$ cat config.mk
export PLATFORM = sky130hd
export DESIGN_NAME = spsram_128x50_ctrl_flat
export DESIGN_NICKNAME = d
export VERILOG_FILES = /design/src/rtl/spsram_128x50_ctrl_if.sv /design/src/rtl/spsram_128x50_ctrl.sv /design/src/flat_wrapper.sv
export SDC_FILE = /design/constraint.sdc
export NUM_CORES = 1
export LEC_CHECK = 0
export ABC_AREA = 0
export CORE_UTILIZATION = 23
export DETAILED_ROUTE_END_ITERATION = 8
export PLACE_DENSITY = 0.45
export SETUP_SLACK_MARGIN = 0.05
export SLEW_MARGIN = 25
export SYNTH_ARGS = -nofsm -noshare
export SYNTH_HDL_FRONTEND = slang
export SYNTH_SLANG_ARGS = --single-unit
$ cat constraint.sdc
create_clock -name cpuclk -period 9.3 [get_ports cpuclk]
set_input_delay 0.93 -clock cpuclk [delete_from_list [all_inputs] [get_ports cpuclk]]
set_output_delay 0.93 -clock cpuclk [all_outputs]
set_load 0.05 [all_outputs]
$ cat src/rtl/spsram_128x50_ctrl_if.sv
// rtl/spsram_128x50_ctrl_if.sv - read/write request channels of the single-port SRAM access controller
//
// master : request side (drives rd_req/rd_addr, wr_req/wr_addr/wr_lane_en/wr_data)
// slave  : controller side (drives rd_ack/rd_vld/rd_data, wr_ack)
interface spsram_128x50_ctrl_if #(
  parameter int ADDR_WIDTH = 7,
  parameter int DATA_WIDTH = 50,
  parameter int WE_WIDTH   = 5
);
  logic                  rd_req;
  logic [ADDR_WIDTH-1:0] rd_addr;
  logic                  rd_ack;
  logic                  rd_vld;
  logic [DATA_WIDTH-1:0] rd_data;

  logic                  wr_req;
  logic [ADDR_WIDTH-1:0] wr_addr;
  logic [WE_WIDTH-1:0]   wr_lane_en;
  logic [DATA_WIDTH-1:0] wr_data;
  logic                  wr_ack;

  modport master (
    output rd_req, rd_addr, wr_req, wr_addr, wr_lane_en, wr_data,
    input  rd_ack, rd_vld, rd_data, wr_ack
  );

  modport slave (
    input  rd_req, rd_addr, wr_req, wr_addr, wr_lane_en, wr_data,
    output rd_ack, rd_vld, rd_data, wr_ack
  );
endinterface

$ cat src/rtl/spsram_128x50_ctrl.sv
// rtl/spsram_128x50_ctrl.sv - arbitrating access controller with lane-write RMW for the 128x50 single-port SRAM
//
// Ports:
//   cpuclk    : sole clock, also clocks the SRAM
//   cpurst_b  : synchronous active-low reset
//   bus       : read/write request channels (slave modport)
//   busy      : RMW in progress or init sweep active
//   init_done : SRAM usable
//   ram_cen   : SRAM chip enable, active low
//   ram_wen   : SRAM write enable, active low, all bits equal
//   ram_a     : SRAM address
//   ram_d     : SRAM write data
//   ram_q     : SRAM read data, valid the cycle after a read access
//
// Optional: define SPSRAM_CTRL_INIT_CLR_EN to zero the whole array after every reset.
module spsram_128x50_ctrl #(
  parameter int ADDR_WIDTH = 7,
  parameter int DATA_WIDTH = 50,
  parameter int WE_WIDTH   = 5
) (
  input  logic                    cpuclk,
  input  logic                    cpurst_b,
  spsram_128x50_ctrl_if.slave     bus,
  output logic                    busy,
  output logic                    init_done,
  output logic                    ram_cen,
  output logic [WE_WIDTH-1:0]     ram_wen,
  output logic [ADDR_WIDTH-1:0]   ram_a,
  output logic [DATA_WIDTH-1:0]   ram_d,
  input  logic [DATA_WIDTH-1:0]   ram_q
);

  localparam int LANE_W = DATA_WIDTH / WE_WIDTH;

  typedef enum logic [2:0] {
`ifdef SPSRAM_CTRL_INIT_CLR_EN
    ST_INIT    = 3'd4,
`endif
    ST_IDLE    = 3'd0,
    ST_RMW_RD  = 3'd1,
    ST_RMW_MRG = 3'd2,
    ST_RMW_WR  = 3'd3
  } state_t;

  state_t                state, state_d;

  logic                  rd_ack_c;
  logic                  wr_ack_c;
  logic                  ld_rmw;
  logic                  rd_pend;

  logic [ADDR_WIDTH-1:0] lat_addr;
  logic [DATA_WIDTH-1:0] lat_data;
  logic [WE_WIDTH-1:0]   lat_mask;
  logic [DATA_WIDTH-1:0] merged;

`ifdef SPSRAM_CTRL_INIT_CLR_EN
  logic [ADDR_WIDTH:0]   init_cnt;
  logic [ADDR_WIDTH:0]   init_cnt_inc;

  assign init_cnt_inc = init_cnt + 1'b1;
  assign init_done    = (state != ST_INIT);
`else
  assign init_done    = 1'b1;
`endif

  assign busy        = cpurst_b && (state != ST_IDLE);
  assign bus.rd_ack  = rd_ack_c;
  assign bus.wr_ack  = wr_ack_c;

  always_ff @(posedge cpuclk) begin
    if (!cpurst_b) begin
`ifdef SPSRAM_CTRL_INIT_CLR_EN
      state <= ST_INIT;
`else
      state <= ST_IDLE;
`endif
    end else begin
      state <= state_d;
    end
  end

  always_comb begin
    state_d  = state;
    rd_ack_c = 1'b0;
    wr_ack_c = 1'b0;
    ld_rmw   = 1'b0;
    ram_cen  = 1'b1;
    ram_wen  = '1;
    ram_a    = bus.rd_addr;
    ram_d    = bus.wr_data;

    case (state)
`ifdef SPSRAM_CTRL_INIT_CLR_EN
      ST_INIT: begin
        ram_cen = 1'b0;
        ram_wen = '0;
        ram_a   = init_cnt[ADDR_WIDTH-1:0];
        ram_d   = '0;
        if (init_cnt_inc[ADDR_WIDTH]) state_d = ST_IDLE;
      end
`endif
      ST_IDLE: begin
        if (bus.rd_req) begin
          rd_ack_c = 1'b1;
          ram_cen  = 1'b0;
          ram_a    = bus.rd_addr;
        end else if (bus.wr_req && init_done) begin
          wr_ack_c = 1'b1;
          ram_a    = bus.wr_addr;
          ram_d    = bus.wr_data;
          if (&bus.wr_lane_en) begin
            ram_cen = 1'b0;
            ram_wen = '0;
          end else if (|bus.wr_lane_en) begin
            // Partial write: fetch the old word first, the wrapper only writes whole words.
            ram_cen = 1'b0;
            ld_rmw  = 1'b1;
            state_d = ST_RMW_RD;
          end
        end
      end
      ST_RMW_RD:  state_d = ST_RMW_MRG;
      ST_RMW_MRG: state_d = ST_RMW_WR;
      ST_RMW_WR: begin
        ram_cen = 1'b0;
        ram_wen = '0;
        ram_a   = lat_addr;
        ram_d   = merged;
        state_d = ST_IDLE;
      end
      default: state_d = ST_IDLE;
    endcase

    // Nothing reaches the SRAM or the requesters while reset is held.
    if (!cpurst_b) begin
      rd_ack_c = 1'b0;
      wr_ack_c = 1'b0;
      ld_rmw   = 1'b0;
      ram_cen  = 1'b1;
      ram_wen  = '1;
    end
  end

  always_ff @(posedge cpuclk) begin
    if (ld_rmw) begin
      lat_addr <= bus.wr_addr;
      lat_data <= bus.wr_data;
      lat_mask <= bus.wr_lane_en;
    end
    if (state == ST_RMW_RD) begin
      for (int i = 0; i < WE_WIDTH; i++) begin
        merged[i*LANE_W +: LANE_W] <= lat_mask[i] ? lat_data[i*LANE_W +: LANE_W]
                                                  : ram_q[i*LANE_W +: LANE_W];
      end
    end
  end

  // Read pipeline: access at T, ram_q captured at end of T+1, rd_vld during T+2.
  always_ff @(posedge cpuclk) begin
    if (!cpurst_b) begin
      rd_pend     <= 1'b0;
      bus.rd_vld  <= 1'b0;
      bus.rd_data <= '0;
    end else begin
      rd_pend    <= rd_ack_c;
      bus.rd_vld <= rd_pend;
      if (rd_pend) bus.rd_data <= ram_q;
    end
  end

`ifdef SPSRAM_CTRL_INIT_CLR_EN
  always_ff @(posedge cpuclk) begin
    if (!cpurst_b) begin
      init_cnt <= '0;
    end else if (state == ST_INIT) begin
      init_cnt <= init_cnt_inc;
    end
  end
`endif

endmodule

$ cat src/flat_wrapper.sv
// flat-port wrapper written by rule: the top's interface ports become plain ports
module spsram_128x50_ctrl_flat 
#(
  parameter int ADDR_WIDTH = 7,
  parameter int DATA_WIDTH = 50,
  parameter int WE_WIDTH   = 5
)
  (cpuclk, cpurst_b, busy, init_done, ram_cen, ram_wen, ram_a, ram_d, ram_q, bus_rd_req, bus_rd_addr, bus_wr_req, bus_wr_addr, bus_wr_lane_en, bus_wr_data, bus_rd_ack, bus_rd_vld, bus_rd_data, bus_wr_ack);
  spsram_128x50_ctrl_if #(.ADDR_WIDTH(ADDR_WIDTH), .DATA_WIDTH(DATA_WIDTH), .WE_WIDTH(WE_WIDTH)) bus_i ();
  input  logic cpuclk;
  input  logic cpurst_b;
  output logic busy;
  output logic init_done;
  output logic ram_cen;
  output logic [WE_WIDTH-1:0] ram_wen;
  output logic [ADDR_WIDTH-1:0] ram_a;
  output logic [DATA_WIDTH-1:0] ram_d;
  input  logic [DATA_WIDTH-1:0] ram_q;
  input wire logic [$bits(bus_i.rd_req)-1:0] bus_rd_req;
  input wire logic [$bits(bus_i.rd_addr)-1:0] bus_rd_addr;
  input wire logic [$bits(bus_i.wr_req)-1:0] bus_wr_req;
  input wire logic [$bits(bus_i.wr_addr)-1:0] bus_wr_addr;
  input wire logic [$bits(bus_i.wr_lane_en)-1:0] bus_wr_lane_en;
  input wire logic [$bits(bus_i.wr_data)-1:0] bus_wr_data;
  output wire logic [$bits(bus_i.rd_ack)-1:0] bus_rd_ack;
  output wire logic [$bits(bus_i.rd_vld)-1:0] bus_rd_vld;
  output wire logic [$bits(bus_i.rd_data)-1:0] bus_rd_data;
  output wire logic [$bits(bus_i.wr_ack)-1:0] bus_wr_ack;
  assign bus_i.rd_req = bus_rd_req;
  assign bus_i.rd_addr = bus_rd_addr;
  assign bus_i.wr_req = bus_wr_req;
  assign bus_i.wr_addr = bus_wr_addr;
  assign bus_i.wr_lane_en = bus_wr_lane_en;
  assign bus_i.wr_data = bus_wr_data;
  assign bus_rd_ack = bus_i.rd_ack;
  assign bus_rd_vld = bus_i.rd_vld;
  assign bus_rd_data = bus_i.rd_data;
  assign bus_wr_ack = bus_i.wr_ack;
  spsram_128x50_ctrl #(.ADDR_WIDTH(ADDR_WIDTH), .DATA_WIDTH(DATA_WIDTH), .WE_WIDTH(WE_WIDTH)) u_core (.cpuclk(cpuclk), .cpurst_b(cpurst_b), .bus(bus_i), .busy(busy), .init_done(init_done), .ram_cen(ram_cen), .ram_wen(ram_wen), .ram_a(ram_a), .ram_d(ram_d), .ram_q(ram_q));
endmodule
---- Word level (Yosys, flattened, before mapping) ----
Index checks and enable logic that the tools add are counted.
operators by class
  add/subtract/negate cells ............... 0
  multipliers ............................. 0
  divide/modulo/power cells ............... 0
  $lt $le $gt $ge ......................... 0
  equality and inequality tests ........... 7
  shift-type cells ........................ 0
  multiplexer cells ....................... 38
  bitwise gates (word level) .............. 0
  reduce and logical (&&, ||, !) cells .... 6
operator list
  kind                                                                    number
  10-bit two-way mux                                                      5
  50-bit two-way mux                                                      1
  5-bit two-way mux                                                       4
  1-bit two-way mux                                                       18
  7-bit two-way mux                                                       2
  7-bit case mux with 2 select lines                                      1
  3-bit two-way mux                                                       4
  5-bit case mux with 2 select lines                                      1
  3-bit case mux with 3 select lines                                      1
  3-bit by 2-bit equality test with 1-bit output (second input constant)  2
  2-bit != test (second input constant)                                   3
  5-bit AND reduction                                                     1
  5-bit OR reduction                                                      1
  4-bit AND reduction                                                     1
  3-bit by 1-bit equality test with 1-bit output (second input constant)  1
  3-bit logical NOT                                                       1
  3-bit nonzero test                                                      1
  2-bit by 1-bit != test with 1-bit output (second input constant)        1
  1-bit case mux with 2 select lines                                      1
  1-bit logical AND                                                       1
storage, ports and cells
  register bits ........................... 167
  latch bits .............................. 0
  memory bits (writable) .................. 0
  ROM bits ................................ 0
  input port bits ......................... 123
  output and inout port bits .............. 118
  memories ................................ 0

---- Depth between registers and ports, before layout ----
  depth after elaboration ................. 7
  mapped depth ............................ 8

---- Least setup slack after synthesis ----
OpenSTA, ideal clock, no wires.
  kind .................................... input to register
  from .................................... in bus_rd_req
  to ...................................... reg u_core.lat_addr[0] (enable)
  setup time .............................. 0.572 ns
  arrival ................................. 6.481 ns
  data required time ...................... 8.728 ns
  setup slack ............................. 2.247 ns
  stages .................................. 4
  buffers on the path ..................... 0
  cell sequence ........................... nand2b_2 -> nor2_2 -> and2_1 -> nor3b_1
between the ends
  cells in the longest elaborated chain, start to end .. 3
RTL lines
  element               RTL line                   text
  from (decl)           flat_wrapper.sv:19         input wire logic [$bits(bus_i.rd_req)-1:0] bus_rd_req;
  1-bit two-way mux     spsram_128x50_ctrl.sv:104  if (bus.rd_req) begin
  1-bit two-way mux     spsram_128x50_ctrl.sv:93   case (state)
  1-bit two-way mux     spsram_128x50_ctrl.sv:136  if (!cpurst_b) begin
  net u_core.ld_rmw     spsram_128x50_ctrl.sv:49   logic ld_rmw;
  to (signal assigned)  spsram_128x50_ctrl.sv:147  lat_addr <= bus.wr_addr;
  to (decl)             spsram_128x50_ctrl.sv:52   logic [ADDR_WIDTH-1:0] lat_addr;
The timed path passes the listed nets, and every way through them passes these cells.
A chain may end at the register's enable or synchronous reset.

---- Final worst setup path ----
  from .................................... in bus_wr_lane_en[0]
  to ...................................... out ram_cen
between the ends
  cells in the longest elaborated chain, start to end .. 7
  elaborated cells on any way between the ends .. 8
  those cells by class .................... 6 x mux; 2 x reduce/logical
RTL lines
  element                               RTL line                   text
  from (decl)                           flat_wrapper.sv:23         input wire logic [$bits(bus_i.wr_lane_en)-1:0] bus_wr_lane_en;
  5-bit OR reduction                    spsram_128x50_ctrl.sv:115  end else if (|bus.wr_lane_en) begin
  1-bit two-way mux                     spsram_128x50_ctrl.sv:115
  1-bit two-way mux *                   spsram_128x50_ctrl.sv:112  if (&bus.wr_lane_en) begin
  1-bit two-way mux *                   spsram_128x50_ctrl.sv:108  end else if (bus.wr_req && init_done) begin
  1-bit two-way mux *                   spsram_128x50_ctrl.sv:104
  1-bit case mux with 2 select lines *  spsram_128x50_ctrl.sv:93
  1-bit two-way mux *                   spsram_128x50_ctrl.sv:136
  to (decl)                             flat_wrapper.sv:14         output logic ram_cen;
Every way passes the cells marked *; elsewhere a longest branch is shown, timed or not.

==> impl_metrics.env <==
export IMPL_syn_inst=451
export IMPL_peakVddDrop_uv=180
export IMPL_synthesis_nets=578
export IMPL_synth_edf_count=112
export IMPL_hold_class="register to register"
export IMPL_grt_pass1_wl_um=29000
export IMPL_crit_arrival_ns=3.15
export IMPL_fill_cells=2873
export IMPL_overflow=0
export IMPL_mostFrequentLayoutCell="clkdlybuf4s50_1"
export IMPL_initial_core_util_pct=23.3
export IMPL_synth_area_mm2=0.00690
export IMPL_dp_hpwl_um=12100
export IMPL_switchingPower_w=0.000847
export IMPL_finalCritPeriodShare_pct=43.9
export IMPL_vias=4482
export IMPL_cts_tree="built"
export IMPL_yosys_warnings=0
export IMPL_syn_area_per_cell_um2=15.3
export IMPL_grt_max_degree=63
export IMPL_period_needed_ns=4.08
export IMPL_chipHeight_um=175
export IMPL_cap_violations=0
export IMPL_grt_use_total_pct=12.6
export IMPL_grt_pass1_vias=4961
export IMPL_n_antenna_cell=0
export IMPL_vias_per_cell=4.12
export IMPL_clock_sinks=166
export IMPL_cts_setup_buffers=0
export IMPL_grt_antenna_before_repair=0
export IMPL_tns_ns=0
export IMPL_rsz0062_at_grt="false"
export IMPL_synth_flop_cell="edfxtp_1"
export IMPL_ant_nets=0
export IMPL_p_seq_share_pct=40.1
export IMPL_stdcell_count=1087
export IMPL_setup_violations=0
export IMPL_synth_largest_area_cell="edfxtp_1"
export IMPL_worstSkewPairLatency_ns=0.43
export IMPL_p_per_area_mw_per_mm2=240
export IMPL_seq_area_mm2=0.00445
export IMPL_path_max_fanout=3
export IMPL_p_int_w=0.00162
export IMPL_drc_errors=0
export IMPL_synth_seq_cells=166
export IMPL_post_dp_cell_area_mm2=0.00967
export IMPL_finalHoldViolations=0
export IMPL_worstPathRequired_ns=8.37
export IMPL_final_core_util_pct=34.8
export IMPL_root_buffer="clkbuf_16"
export IMPL_die_area_mm2=0.0307
export IMPL_core_area_mm2=0.0296
export IMPL_port_buffers=239
export IMPL_worstSetupPathType="input port to primary output"
export IMPL_drive_gt1_share_pct=20.5
export IMPL_h_tree_depth=4
export IMPL_status="completed"
export IMPL_rows=63
export IMPL_max_clock_freq_mhz=245
export IMPL_clock_path_buffers=2
export IMPL_floorplan_die_width_um=175
export IMPL_synth_seq_area_share_pct=64.4
export IMPL_ctsResizeCount=0
export IMPL_async_flop_share_pct=0
export IMPL_worstMarginPinSlew_ns=0.962
export IMPL_final_cell_mix="238 x clkdlybuf4s50_1, 112 x edfxtp_1, 100 x mux2_2"
export IMPL_relSlewSlack_pct=35.9
export IMPL_dr_first_iter_drc_count=203
export IMPL_stdcell_area_mm2=0.0103
export IMPL_synth_top_area_share_pct=48.8
export IMPL_layout_nets=811
export IMPL_synthDistinctLibCells=30
export IMPL_firstDrtPassIters=6
export IMPL_clkTransAtPathRegs_ns=0.07
export IMPL_cp_start_kind="input port"
export IMPL_p_leak_nw=3.42
export IMPL_multi_input_area_mm2=0.00231
export IMPL_power_frac_clock_pct=28.1
export IMPL_comb_power_share_pct=31.8
export IMPL_finalWirelength_um=19100
export IMPL_finalWeightedCongestion=0.781
export IMPL_syn_to_final_growth_pct=48.9
export IMPL_worstSetupEndpointType="primary output"
export IMPL_holdBufCountCts=0
export IMPL_avgRoutedWirePerCell_um=17.6
export IMPL_switching_share_pct=34.3
export IMPL_cts_buffers=17
export IMPL_placed_cells=1053
export IMPL_drv_slew=0
export IMPL_io_pins=241
export IMPL_fin_skew_ns=0.0145
export IMPL_synth_area_leaders="edfxtp_1 49%, mux2_2 16%, dfxtp_1 16%, mux2i_1 7.4%, nor2b_1 4.6%"
metrics by stage:
stage / setup WS [ns] / total power [W] / hold WS, ns
6_report: 5.22 / 0.00247 / 0.519
5_1_grt: 5.08 / 0.00258 / 0.545
4_1_cts: 5.21 / 0.00250 / 0.524
3_5_place_dp: 5.22 / 0.00179 / 0.505
3_3_place_gp: 5.22 / 0.00179 / 0.498
2_1_floorplan: 2.25 / 0.00150 / 0.468
cell type report:
type	count	area share, %
clock inverters	9	1.04
repair buffers	244	23.9
flip-flops and latches	166	43.3
well taps	390	4.75
inverters	3	0.110
multi-input cells	252	22.5
clock buffers	23	4.36
metal layers:
| metal | up-vias | GRT usage, % | wire length [um] |
|---|---|---|---|
| met4 | 0 | 3.99 | 145 |
| met2 | 146 | 21.1 | 9380 |
| li1 | 2123 | - | - |
| met5 | - | 0 | 0 |
| met3 | 10 | 3.72 | 1040 |
| met1 | 2203 | 15.6 | 8520 |
registers in the layout, summed over array words and instances, names as in the netlist:
name / flops
u_core.state: 2
u_core.lat_mask: 5
u_core.rd_pend: 1
u_core.bus.rd_vld: 1
u_core.lat_data: 50
u_core.merged: 50
u_core.bus.rd_data: 50
u_core.lat_addr: 7
final timing paths:
check                                        endpoint  depth (start not counted)  slack [ns]                                start
setup / recovery                              ram_cen                          6        5.22                    bus_wr_lane_en[0]
hold / removal    u_core.bus.rd_data[22]$_SDFFE_PN0P_                          2        0.52  u_core.bus.rd_data[22]$_SDFFE_PN0P_
setup reg to reg        u_core.lat_data[14]$_DFFE_PP_                          7        6.45         u_core.state[0]$_SDFFE_PN0P_
hold reg to reg   u_core.bus.rd_data[22]$_SDFFE_PN0P_                          2        0.52  u_core.bus.rd_data[22]$_SDFFE_PN0P_
kinds of logic (layout without fill, tap and decap cells):
logic type               after synthesis  count (layout)  share of synthesized area [%]
buffers and inverters                 33             279                           2.30
AO/OA/AOI/OAI                         22              22                           2.29
multiplexers                         151             151                           23.7
flip-flops                           166             166                           64.4
AND/OR/NAND/NOR                       74              74                           6.48
adder cells (fa/ha/maj)                4               4                          0.726
other                                  1               1                         0.0544
synthesized netlist by cell type, types with 2 or more instances:
cell,number
buf_2,10
clkbuf_1,14
buf_4,6
o21ai_0,9
inv_1,3
dfxtp_1,54
edfxtp_1,112
nand2_1,11
mux2i_1,51
ha_1,4
nor2b_1,51
a22oi_1,7
mux2_2,100
and3_1,2
and2_1,2
critical path: stages:
cell	delay (ns)
clkdlybuf4s50_1	0.45
or4_4	0.57
o21ai_0	0.17
nand3b_1	0.09
o211ai_1	0.10
clkdlybuf4s50_1	0.83
power by group through the flow:
stage | clock network [W] | logic, W | registers (W)
finish | 0.000692 | 0.000784 | 0.000990
global route | 0.000743 | 0.000830 | 0.00100
CTS | 0.000720 | 0.000774 | 0.00101
detailed placement | 0 | 0.000769 | 0.00102
global placement | 0 | 0.000767 | 0.00102
floorplan | 0 | 0.000432 | 0.00107
No activity file was read; power rests on OpenSTA's default activity.
